==> config.mk <==
export PLATFORM = sky130hd
export DESIGN_NAME = aes_bus_ctrl_flat
export DESIGN_NICKNAME = d
export VERILOG_FILES = /design/src/rtl/aes_bus_pkg.sv /design/src/rtl/aes_bus_ctrl_if.sv /design/src/rtl/aes_blk_shreg.sv /design/src/rtl/aes_bus_ctrl.sv /design/src/flat_wrapper.sv
export SDC_FILE = /design/constraint.sdc
export NUM_CORES = 2
export LEC_CHECK = 0
export ABC_AREA = 1
export CORE_MARGIN = 3
export CORE_UTILIZATION = 51
export DETAILED_ROUTE_END_ITERATION = 8
export GPL_TIMING_DRIVEN = 0
export PLACE_DENSITY = 0.69
export SLEW_MARGIN = 0
export SYNTH_ARGS = -nofsm -noshare
export SYNTH_HDL_FRONTEND = slang
export SYNTH_SLANG_ARGS = --single-unit
==> constraint.sdc <==
create_clock -name i_clk -period 6.2 [get_ports i_clk]
set_input_delay 1.24 -clock i_clk [delete_from_list [all_inputs] [get_ports i_clk]]
set_output_delay 1.24 -clock i_clk [all_outputs]
set_load 0.01 [all_outputs]
==> src/rtl/aes_bus_pkg.sv <==
// aes_bus_pkg: shared types and constants for the AES128 bus controller.
//   AES_BLK_W : AES block / key width (128)
//   state_t   : controller FSM states
//   aes_blk_t : 128-bit block, bit 0 is the most significant (first bus word)
package aes_bus_pkg;
   localparam int AES_BLK_W = 128;
   typedef enum logic [1:0] {IDLE, LAUNCH, WAIT, STORE} state_t;
   typedef logic [0:AES_BLK_W-1] aes_blk_t;
endpackage

==> src/rtl/aes_bus_ctrl_if.sv <==
// aes_bus_ctrl_if: host bus + AES128 core signals of aes_bus_ctrl.
//   host  -> ctrl : wr_en, sel_key, ch, wdata, rd_en, go, decrypt
//   ctrl  -> host : rdata, rvalid, busy, done, err
//   ctrl  -> core : core_start, core_sel, core_msg, core_key
//   core  -> ctrl : core_result, core_done
//   modport slave is the controller side, master is the host/core side.
interface aes_bus_ctrl_if #(
   parameter int BUS_W  = 32,
   parameter int NUM_CH = 2
);
   localparam int CH_W = (NUM_CH > 1) ? $clog2(NUM_CH) : 1;
   logic wr_en, sel_key, rd_en, go, decrypt;
   logic rvalid, busy, done, err;
   logic core_start, core_sel, core_done;
   logic [CH_W-1:0] ch;
   logic [BUS_W-1:0] wdata, rdata;
   aes_bus_pkg::aes_blk_t core_msg, core_key, core_result;
   modport master (
      output wr_en, sel_key, ch, wdata, rd_en, go, decrypt, core_result, core_done,
      input  rdata, rvalid, busy, done, err, core_start, core_sel, core_msg, core_key
   );
   modport slave (
      input  wr_en, sel_key, ch, wdata, rd_en, go, decrypt, core_result, core_done,
      output rdata, rvalid, busy, done, err, core_start, core_sel, core_msg, core_key
   );
endinterface

==> src/rtl/aes_blk_shreg.sv <==
// aes_blk_shreg: one 128-bit block assembled from BUS_W-bit words.
//   i_clk, i_reset : clock, synchronous active-high reset
//   i_wr_en        : write one word at the current pointer
//   i_wdata        : write word (first word lands in the most significant bits)
//   o_blk          : assembled block
//   o_full         : set after the last word; a write at pointer 0 while full
//                    restarts the block and clears it
module aes_blk_shreg
   import aes_bus_pkg::*;
#(
   parameter int BUS_W = 32
) (
   input  logic             i_clk,
   input  logic             i_reset,
   input  logic             i_wr_en,
   input  logic [BUS_W-1:0] i_wdata,
   output aes_blk_t         o_blk,
   output logic             o_full
);
   localparam int WORDS = AES_BLK_W / BUS_W;
   localparam int PTR_W = $clog2(WORDS);
   aes_blk_t         r_blk;
   logic [PTR_W-1:0] r_ptr;
   logic             r_full;
   // WORDS is a power of two, so the pointer wraps naturally; full can only be
   // set while the pointer sits at 0, so any write recomputes it correctly
   always_ff @(posedge i_clk) begin
      if (i_reset) begin
         r_blk  <= '0;
         r_ptr  <= '0;
         r_full <= 1'b0;
      end else if (i_wr_en) begin
         r_blk[int'(r_ptr) * BUS_W +: BUS_W] <= i_wdata;
         r_ptr  <= r_ptr + 1'b1;
         r_full <= r_ptr == PTR_W'(WORDS - 1);
      end
   end
   assign o_blk  = r_blk;
   assign o_full = r_full;
endmodule

==> src/rtl/aes_bus_ctrl.sv <==
// aes_bus_ctrl: multi-channel bus front end for the AES128 core.
//   i_clk, i_reset : clock, synchronous active-high reset
//   bus (slave)    : host write/read/launch strobes, status (busy/done/err),
//                    core handshake (core_start/sel/msg/key, core_result/done)
//   Optional AES_TIMEOUT_EN: abort a launch after TIMEOUT_CYC cycles in WAIT.
module aes_bus_ctrl
   import aes_bus_pkg::*;
#(
   parameter int BUS_W       = 32,
   parameter int NUM_CH      = 2,
   parameter int TIMEOUT_CYC = 64
) (
   input  logic          i_clk,
   input  logic          i_reset,
   aes_bus_ctrl_if.slave bus
);
   localparam int WORDS = AES_BLK_W / BUS_W;
   localparam int PTR_W = $clog2(WORDS);
   localparam int CH_W  = (NUM_CH > 1) ? $clog2(NUM_CH) : 1;
   if (!(BUS_W == 8 || BUS_W == 16 || BUS_W == 32 || BUS_W == 64) || NUM_CH < 1 || TIMEOUT_CYC < 1) begin : g_bad_cfg
      $error("aes_bus_ctrl: illegal BUS_W/NUM_CH/TIMEOUT_CYC");
   end
   state_t            r_state;
   logic [CH_W-1:0]   r_ch;
   logic              r_core_start, r_core_sel, r_busy, r_done, r_err, r_rvalid;
   logic [BUS_W-1:0]  r_rdata;
   aes_blk_t          r_core_msg, r_core_key;
   aes_blk_t          r_res [NUM_CH];
   logic [PTR_W-1:0]  r_rptr [NUM_CH];
   logic [NUM_CH-1:0] r_res_vld;
   aes_blk_t          w_msg [NUM_CH];
   aes_blk_t          w_key [NUM_CH];
   logic [NUM_CH-1:0] w_msg_full, w_key_full;
   logic              w_go_ok, w_wr_drop, w_rd_ok, w_store, w_tmo;
   // go sees the registered flags, i.e. the state before a same-cycle write
   assign w_go_ok   = r_state == IDLE && w_msg_full[bus.ch] && w_key_full[bus.ch];
   assign w_wr_drop = bus.wr_en && r_state != IDLE && bus.ch == r_ch;
   assign w_rd_ok   = bus.rd_en && r_res_vld[bus.ch];
   assign w_store   = r_state == WAIT && bus.core_done;
   for (genvar c = 0; c < NUM_CH; c++) begin : g_ch
      aes_blk_shreg #(.BUS_W(BUS_W)) u_msg (
         .i_clk   (i_clk),
         .i_reset (i_reset),
         .i_wr_en (bus.wr_en && !w_wr_drop && !bus.sel_key && bus.ch == CH_W'(c)),
         .i_wdata (bus.wdata),
         .o_blk   (w_msg[c]),
         .o_full  (w_msg_full[c])
      );
      aes_blk_shreg #(.BUS_W(BUS_W)) u_key (
         .i_clk   (i_clk),
         .i_reset (i_reset),
         .i_wr_en (bus.wr_en && !w_wr_drop && bus.sel_key && bus.ch == CH_W'(c)),
         .i_wdata (bus.wdata),
         .o_blk   (w_key[c]),
         .o_full  (w_key_full[c])
      );
   end
`ifdef AES_TIMEOUT_EN
   localparam int CNT_W = $clog2(TIMEOUT_CYC + 1);
   logic [CNT_W-1:0] r_cnt;
   // r_cnt holds the number of WAIT cycles already elapsed
   assign w_tmo = r_state == WAIT && !bus.core_done && r_cnt == CNT_W'(TIMEOUT_CYC - 1);
   always_ff @(posedge i_clk)
      r_cnt <= (i_reset || r_state != WAIT) ? '0 : r_cnt + 1'b1;
`else
   assign w_tmo = 1'b0;
`endif
   // msg/key are copied at launch so the core sees a stable block even if the
   // channel is rewritten in the launch cycle
   always_ff @(posedge i_clk) begin
      if (i_reset) begin
         r_state      <= IDLE;
         r_ch         <= '0;
         r_core_start <= 1'b0;
         r_core_sel   <= 1'b0;
         r_busy       <= 1'b0;
         r_done       <= 1'b0;
         r_core_msg   <= '0;
         r_core_key   <= '0;
      end else begin
         r_core_start <= 1'b0;
         r_done       <= 1'b0;
         case (r_state)
            IDLE: if (bus.go && w_go_ok) begin
               r_state      <= LAUNCH;
               r_ch         <= bus.ch;
               r_core_sel   <= bus.decrypt;
               r_core_msg   <= w_msg[bus.ch];
               r_core_key   <= w_key[bus.ch];
               r_core_start <= 1'b1;
               r_busy       <= 1'b1;
            end
            LAUNCH: r_state <= WAIT;
            WAIT: if (w_store) begin
               r_state <= STORE;
               r_done  <= 1'b1;
            end else if (w_tmo) begin
               r_state <= IDLE;
               r_busy  <= 1'b0;
            end
            STORE: begin
               r_state <= IDLE;
               r_busy  <= 1'b0;
            end
            default: r_state <= IDLE;
         endcase
      end
   end
   always_ff @(posedge i_clk)
      r_err <= !i_reset && ((bus.go && !w_go_ok) || w_wr_drop || (bus.rd_en && !w_rd_ok) || w_tmo);
   // core_result is only valid with core_done, so it is captured on that cycle;
   // the STORE cycle then announces it with done
   always_ff @(posedge i_clk) begin
      if (i_reset) begin
         r_rvalid  <= 1'b0;
         r_rdata   <= '0;
         r_res_vld <= '0;
         for (int i = 0; i < NUM_CH; i++) begin
            r_res[i]  <= '0;
            r_rptr[i] <= '0;
         end
      end else begin
         r_rvalid <= w_rd_ok;
         r_rdata  <= w_rd_ok ? r_res[bus.ch][int'(r_rptr[bus.ch]) * BUS_W +: BUS_W] : '0;
         if (w_rd_ok)
            r_rptr[bus.ch] <= r_rptr[bus.ch] + 1'b1;
         if (w_store) begin
            r_res[r_ch]     <= bus.core_result;
            r_res_vld[r_ch] <= 1'b1;
            r_rptr[r_ch]    <= '0;
         end
      end
   end
   assign bus.rdata      = r_rdata;
   assign bus.rvalid     = r_rvalid;
   assign bus.busy       = r_busy;
   assign bus.done       = r_done;
   assign bus.err        = r_err;
   assign bus.core_start = r_core_start;
   assign bus.core_sel   = r_core_sel;
   assign bus.core_msg   = r_core_msg;
   assign bus.core_key   = r_core_key;
endmodule
==> src/flat_wrapper.sv <==
// flat-port wrapper written by rule: the top's interface ports become plain ports
module aes_bus_ctrl_flat import aes_bus_pkg::*;
#(
   parameter int BUS_W       = 32,
   parameter int NUM_CH      = 2,
   parameter int TIMEOUT_CYC = 64
)
  (i_clk, i_reset, bus_wr_en, bus_sel_key, bus_ch, bus_wdata, bus_rd_en, bus_go, bus_decrypt, bus_core_result, bus_core_done, bus_rdata, bus_rvalid, bus_busy, bus_done, bus_err, bus_core_start, bus_core_sel, bus_core_msg, bus_core_key);
  aes_bus_ctrl_if #(.BUS_W(BUS_W), .NUM_CH(NUM_CH)) bus_i ();
  input  logic i_clk;
  input  logic i_reset;
  input wire logic [$bits(bus_i.wr_en)-1:0] bus_wr_en;
  input wire logic [$bits(bus_i.sel_key)-1:0] bus_sel_key;
  input wire logic [$bits(bus_i.ch)-1:0] bus_ch;
  input wire logic [$bits(bus_i.wdata)-1:0] bus_wdata;
  input wire logic [$bits(bus_i.rd_en)-1:0] bus_rd_en;
  input wire logic [$bits(bus_i.go)-1:0] bus_go;
  input wire logic [$bits(bus_i.decrypt)-1:0] bus_decrypt;
  input wire logic [$bits(bus_i.core_result)-1:0] bus_core_result;
  input wire logic [$bits(bus_i.core_done)-1:0] bus_core_done;
  output wire logic [$bits(bus_i.rdata)-1:0] bus_rdata;
  output wire logic [$bits(bus_i.rvalid)-1:0] bus_rvalid;
  output wire logic [$bits(bus_i.busy)-1:0] bus_busy;
  output wire logic [$bits(bus_i.done)-1:0] bus_done;
  output wire logic [$bits(bus_i.err)-1:0] bus_err;
  output wire logic [$bits(bus_i.core_start)-1:0] bus_core_start;
  output wire logic [$bits(bus_i.core_sel)-1:0] bus_core_sel;
  output wire logic [$bits(bus_i.core_msg)-1:0] bus_core_msg;
  output wire logic [$bits(bus_i.core_key)-1:0] bus_core_key;
  assign bus_i.wr_en = bus_wr_en;
  assign bus_i.sel_key = bus_sel_key;
  assign bus_i.ch = bus_ch;
  assign bus_i.wdata = bus_wdata;
  assign bus_i.rd_en = bus_rd_en;
  assign bus_i.go = bus_go;
  assign bus_i.decrypt = bus_decrypt;
  assign bus_i.core_result = bus_core_result;
  assign bus_i.core_done = bus_core_done;
  assign bus_rdata = bus_i.rdata;
  assign bus_rvalid = bus_i.rvalid;
  assign bus_busy = bus_i.busy;
  assign bus_done = bus_i.done;
  assign bus_err = bus_i.err;
  assign bus_core_start = bus_i.core_start;
  assign bus_core_sel = bus_i.core_sel;
  assign bus_core_msg = bus_i.core_msg;
  assign bus_core_key = bus_i.core_key;
  aes_bus_ctrl #(.BUS_W(BUS_W), .NUM_CH(NUM_CH), .TIMEOUT_CYC(TIMEOUT_CYC)) u_core (.i_clk(i_clk), .i_reset(i_reset), .bus(bus_i));
endmodule
### Word-level counts from Yosys, hierarchy flattened

Memory sizes are Yosys's and may differ from the RTL's.
Index checks and enable logic that the tools add are counted.

| storage, ports and cells | value |
|---|---|
| bits of input ports | 169 |
| memories kept | 2 |
| bits in writable memories | 260 |
| register bits after elaboration | 823 |
| ROM bits | 0 |
| output and inout port bits | 294 |
| word-level logic and storage cells | 147 |
| bits in latches | 0 |

Memories:

| name | depth | bits a word | read ports | clocked after memory_dff | write ports | line | source |
|---|---|---|---|---|---|---|---|
| u_core.r_res | 2 | 128 | 1 | 0 | 2 | aes_bus_ctrl.sv:28 | `aes_blk_t r_res [NUM_CH];` |
| u_core.r_rptr | 2 | 2 | 1 | 0 | 2 | aes_bus_ctrl.sv:29 | `logic [PTR_W-1:0] r_rptr [NUM_CH];` |

| operators by class | value |
|---|---|
| divide/modulo/power cells | 0 |
| reduce and logical (&&, ||, !) cells | 37 |
| add/subtract/negate cells | 9 |
| mux-type cells | 41 |
| magnitude comparators | 4 |
| equal/unequal tests | 10 |
| bitwise gates (word level) | 11 |
| shift operators | 9 |
| multipliers | 0 |

Operator list:

| kind | count |
|---|---|
| 2-to-1 mux 128 bit | 7 |
| variable shift 129 x 33 -> 128 bit (first input constant) | 4 |
| variable part select 129 x 33 -> 128 bit | 4 |
| bitwise mux 128 bit | 4 |
| NOT 7 -> 32 bit | 5 |
| negation 32 -> 33 bit | 4 |
| variable part select 128 x 32 -> 129 bit | 1 |
| OR reduction 128 bit | 1 |
| 2-to-1 mux 1 bit | 23 |
| logical AND 1 bit | 18 |
| == test 2 bit (second input constant) | 6 |
| adder 2 x 1 -> 2 bit (second input constant) | 5 |
| OR reduction 2 bit | 5 |
| 2-to-1 mux 2 bit | 4 |
| case mux 2 bit (4 select lines) | 1 |
| AND reduction 2 bit | 3 |
| logical NOT 1 bit | 5 |
| less-than comparator 1 x 2 -> 1 bit (second input constant) | 2 |
| NOT 1 bit | 4 |
| nonzero test 2 bit | 2 |
| == test 2 x 1 -> 1 bit (second input constant) | 1 |
| greater-or-equal comparator 2 bit (second input constant) | 1 |
| logical NOT 2 bit | 1 |
| logical OR 1 bit | 2 |
| other kinds (8) | 8 |

### Depth between registers and ports, before layout

| depth | value |
|---|---|
| depth after elaboration | 9 |
| depth in mapped cells | 11 |
| mapped depth without buffers | 9 |

### Cells and area by module

From an unflattened synthesis, not the netlist that was laid out.

| second synthesis, totals | value |
|---|---|
| cells, all modules | 6,516 |
| area total of the unflattened synthesis | 46,552.1 sq um |

Modules (own cells, without submodules):

| module | cells each | instances | sequential area each (sq um) | area each (sq um) |
|---|---|---|---|---|
| aes_bus_ctrl | 3,276 | 1 | 13,753.2 | 24,901.4 |
| aes_blk_shreg | 810 | 4 | 2,622.5 | 5,412.7 |

### Worst setup path after synthesis

OpenSTA, ideal clock, no wires.

| timing | value |
|---|---|
| path type | input port to flip-flop |
| start | in i_reset |
| end | mem u_core.r_res[1][0] (netlist bit) (enable) |
| required time | 5,092 ps |
| data arrival time | 4,376 ps |
| cell stages on the path | 6 |
| setup slack | 715 ps |
| buffers on the path | 3 |
| library setup time | 1,108 ps |
| path through | clkbuf_1 > nor2_1 > nand2_1 > clkbuf_1 > clkbuf_1 > nand2_1 |

RTL lines:

| element | line | source |
|---|---|---|
| from (decl) | flat_wrapper.sv:11 | `input logic i_reset;` |
| to (decl) | aes_bus_ctrl.sv:28 |  |

==> flow_metrics.env <==
export IMPL_status="complete, but fails checks"
export IMPL_violations="max-capacitance violations, max-slew violations"
export IMPL_ant_nets=0
export IMPL_synth_cell_type_count=28
export IMPL_viasPerCell=5.410
export IMPL_cp_start_kind="primary input"
export IMPL_routedWlPerCell_um=20.53
export IMPL_critPathTopFamily="buffers and inverters"
export IMPL_post_cts_setup_buffers=0
export IMPL_ys_seq_area_share_pct=50.98
export IMPL_crit_fanout=52
export IMPL_syn_area_um2=47550
export IMPL_syn_num_nets=6979
export IMPL_crit_slowest_cell="clkbuf_1"
export IMPL_grt_pass1_wl_mm=263.2
export IMPL_dpl_cell_area_um2=53680
export IMPL_first_iter_violations=5675
export IMPL_wirelength_mm=178.6
export IMPL_ys_ff_latch=1083
export IMPL_period_needed_ns=4.377
export IMPL_hp_class="reg2reg"
export IMPL_mostFrequentLayoutCell="nand2_1"
export IMPL_fillers=8656
export IMPL_end_kind="flop"
export IMPL_first_global_vias=43280
export IMPL_intPower_mw=12.08
export IMPL_post_route_period_util_pct=70.59
export IMPL_die_x_um=311.3
export IMPL_grt_max_degree=57
export IMPL_peakVddDrop_uv=305.6
export IMPL_cts_tree="yes"
export IMPL_p_clk_share_pct=43.5
export IMPL_required_ns=6.62
export IMPL_fmax_mhz=228.5
export IMPL_path_clk_slew_ns=0.06
export IMPL_tightest_slew_ns=1.642
export IMPL_cts_sinks=1083
export IMPL_first_pass_iters=7
export IMPL_dieArea_um2=96940
export IMPL_fin_area_um2=57590
export IMPL_final_util_pct=62.55
export IMPL_hpwlAfterDp_mm=126.2
export IMPL_cts_buffers=112
export IMPL_crit_start="bus_core_done"
export IMPL_finClkSkew_ns=0.02189
export IMPL_grt_usage_pct=35.72
export IMPL_cts_max_level=3
export IMPL_p_sw_mw=4.289
export IMPL_drc=0
export IMPL_fin_nets=7541
export IMPL_path_cells="clkdlybuf4s50_1 -> nand2_1 -> nor2_1 -> nand2_1 -> clkbuf_1 -> clkbuf_1 -> nand2_4 -> buf_16"
export IMPL_hold_viol=0
export IMPL_antenna_found_initial=7
export IMPL_synth_warnings=0
export IMPL_core_area_um2=92080
export IMPL_cp_slowest_stage_delay_ns=0.69
export IMPL_hold_buffers=0
export IMPL_worst_path_buf_inv=4
export IMPL_gp_congestion=0.9953
export IMPL_grt_setup_unrepaired="no"
export IMPL_syn_inst=6791
export IMPL_rows=111
export IMPL_rr_startpoint="u_core.r_state[0]"
export IMPL_min_from="u_core.r_res_vld[1]"
export IMPL_power_density_nw_per_um2=284.2
export IMPL_cap_violations=13
export IMPL_power_mw=16.37
export IMPL_power_switching_share_pct=26.21
export IMPL_pwr_share_seq_pct=46.1
export IMPL_route_vias_total=47050
export IMPL_avgSynthCellArea_um2=7.002
export IMPL_mostFrequentLayoutCells="nand2_1 (2559), nor2_1 (1309), dfxtp_1 (827)"
export IMPL_maxSlewViolCount=118
export IMPL_relSlewSlack_pct=-9.479
export IMPL_finalSetupViolations=0
export IMPL_die_y_um=311.3
export IMPL_clk_path_buf_depth=3
export IMPL_start_util_pct=51.64
export IMPL_p_comb_share_pct=10.4
export IMPL_cts_root_buf="clkbuf_16"
export IMPL_insertion_delay_ns=0.73
export IMPL_drive_above_1_share_pct=4.658
export IMPL_crit_type="in2reg"
export IMPL_areaGrowthSynthToFinish_pct=21.12
export IMPL_pin_count=463
export IMPL_numPortBuffers=442
export IMPL_grt_ovfl_total=0
export IMPL_cts_resized=0
export IMPL_leakagePower_nw=23.33
export IMPL_critPathArrivalTime_ns=4.79
[final cells by class]
type	instances	area [um2]	area share (%)
antenna	6	15.01	0.02607
buffer	544	2217	3.850
clock buffer	150	3156	5.479
clock inverter	60	715.7	1.243
inverter	188	705.7	1.225
multi-input combinational	4976	20400	35.43
sequential	1083	24240	42.09
tap	1243	1555	2.700
timing repair buffer	448	4582	7.956
[cell families (layout without fill, tap and decap cells)]
logic type | count (synthesis) | after routing | synth area share, %
and+or+nand+nor | 4583 | 4583 | 38.18
DFF | 1083 | 1083 | 50.98
buffers and inverters | 732 | 1390 | 6.139
AOI/OAI and AO/OA | 373 | 373 | 4.181
adders and majority gates | 19 | 19 | 0.5000
xor gates and xnor gates | 1 | 1 | 0.01842
other | 0 | 6 | 0
[per-layer routing]
metal / share of wire, % / wire [um] / track usage [%] / vias up
met5: 0.024 / 42 / 0 / -
met4: 6.3 / 11330 / 21.21 / 6
met3: 11 / 20130 / 9.251 / 558
met2: 44 / 78170 / 55.22 / 2474
met1: 39 / 68890 / 45.09 / 21650
li1: - / - / - / 22370
[worst register-to-register path, cell delays in order (launching register included)]
cell and delay (ns):
dfxtp_1 0.36, inv_1 0.07, ha_1 0.23, nand2_1 0.07
nor2_1 0.14, nand2_1 0.45, clkbuf_1 0.60, clkbuf_1 0.70
nand2_4 0.50, buf_16 0.38
[flip-flops by register name, summed over array words and instances, names as in the netlist, 4 cells and up]
register                 flops
u_core.bus.core_key        128
u_core.bus.core_msg        128
u_core.bus.rdata            32
u_core.g_ch.u_key.o_blk    256
u_core.g_ch.u_key.r_ptr      4
u_core.g_ch.u_msg.o_blk    256
u_core.g_ch.u_msg.r_ptr      4
u_core.r_res               256
u_core.r_rptr                4
[power by group through the flow]
| stage | clock [mW] | sequential (mW) | combinational [mW] |
|---|---|---|---|
| detailed placement | 0 | 7.70 | 1.63 |
| finish | 7.12 | 7.55 | 1.70 |
| global route | 7.43 | 7.56 | 1.82 |
| global placement | 0 | 7.72 | 1.60 |
| floorplan | 0 | 7.69 | 0.961 |
| CTS | 7.15 | 7.54 | 1.64 |
[cells in the mapped netlist]
master | count | area share (%)
inv_2 | 5 | 0.039
buf_2 | 128 | 1.3
nand4_1 | 1 | 0.013
inv_1 | 180 | 1.4
xnor2_1 | 1 | 0.018
nand3_1 | 660 | 6.9
dfxtp_1 | 827 | 35
nand3_2 | 1 | 0.021
clkbuf_1 | 391 | 3.1
nand4_4 | 1 | 0.045
clkinv_1 | 3 | 0.024
buf_4 | 3 | 0.047
a31oi_1 | 1 | 0.013
nor2_2 | 6 | 0.079
ha_1 | 19 | 0.50
or2_2 | 1 | 0.013
o21bai_1 | 47 | 0.74
nand4_2 | 2 | 0.053
nand2_1 | 2561 | 20
o21ai_0 | 16 | 0.17
a21oi_1 | 307 | 3.2
a21boi_0 | 1 | 0.016
o21ai_1 | 1 | 0.011
edfxtp_1 | 256 | 16
nor2_1 | 1309 | 10
nor3_1 | 39 | 0.41
nor2_4 | 2 | 0.047
buf_1 | 22 | 0.17
[final timing paths]
| path | end | slack (ns) | depth (start not counted) |
|---|---|---|---|
| max | u_core.r_res[1][1] | 1.82 | 8 |
| min reg2reg | u_core.r_res_vld[1] | 0.46 | 2 |
| max reg2reg | u_core.r_res[1][1] | 2.33 | 9 |
| min | u_core.r_res_vld[1] | 0.46 | 2 |
[per-stage QoR]
| step | TNS, ns | instances | hold WS [ns] | worst slack (ns) |
|---|---|---|---|---|
| floorplan | 0 | 6791 | 0.4264 | 0.7154 |
| global placement | -613.64 | 8476 | 0.4441 | -2.583 |
| detailed placement | 0 | 8481 | 0.4472 | 1.303 |
| CTS | 0 | 8691 | 0.4573 | 2.048 |
| global route | 0 | 8695 | 0.4777 | 1.764 |
| finish | 0 | 8698 | 0.4609 | 1.823 |
Power figures use the tool's default switching activity.
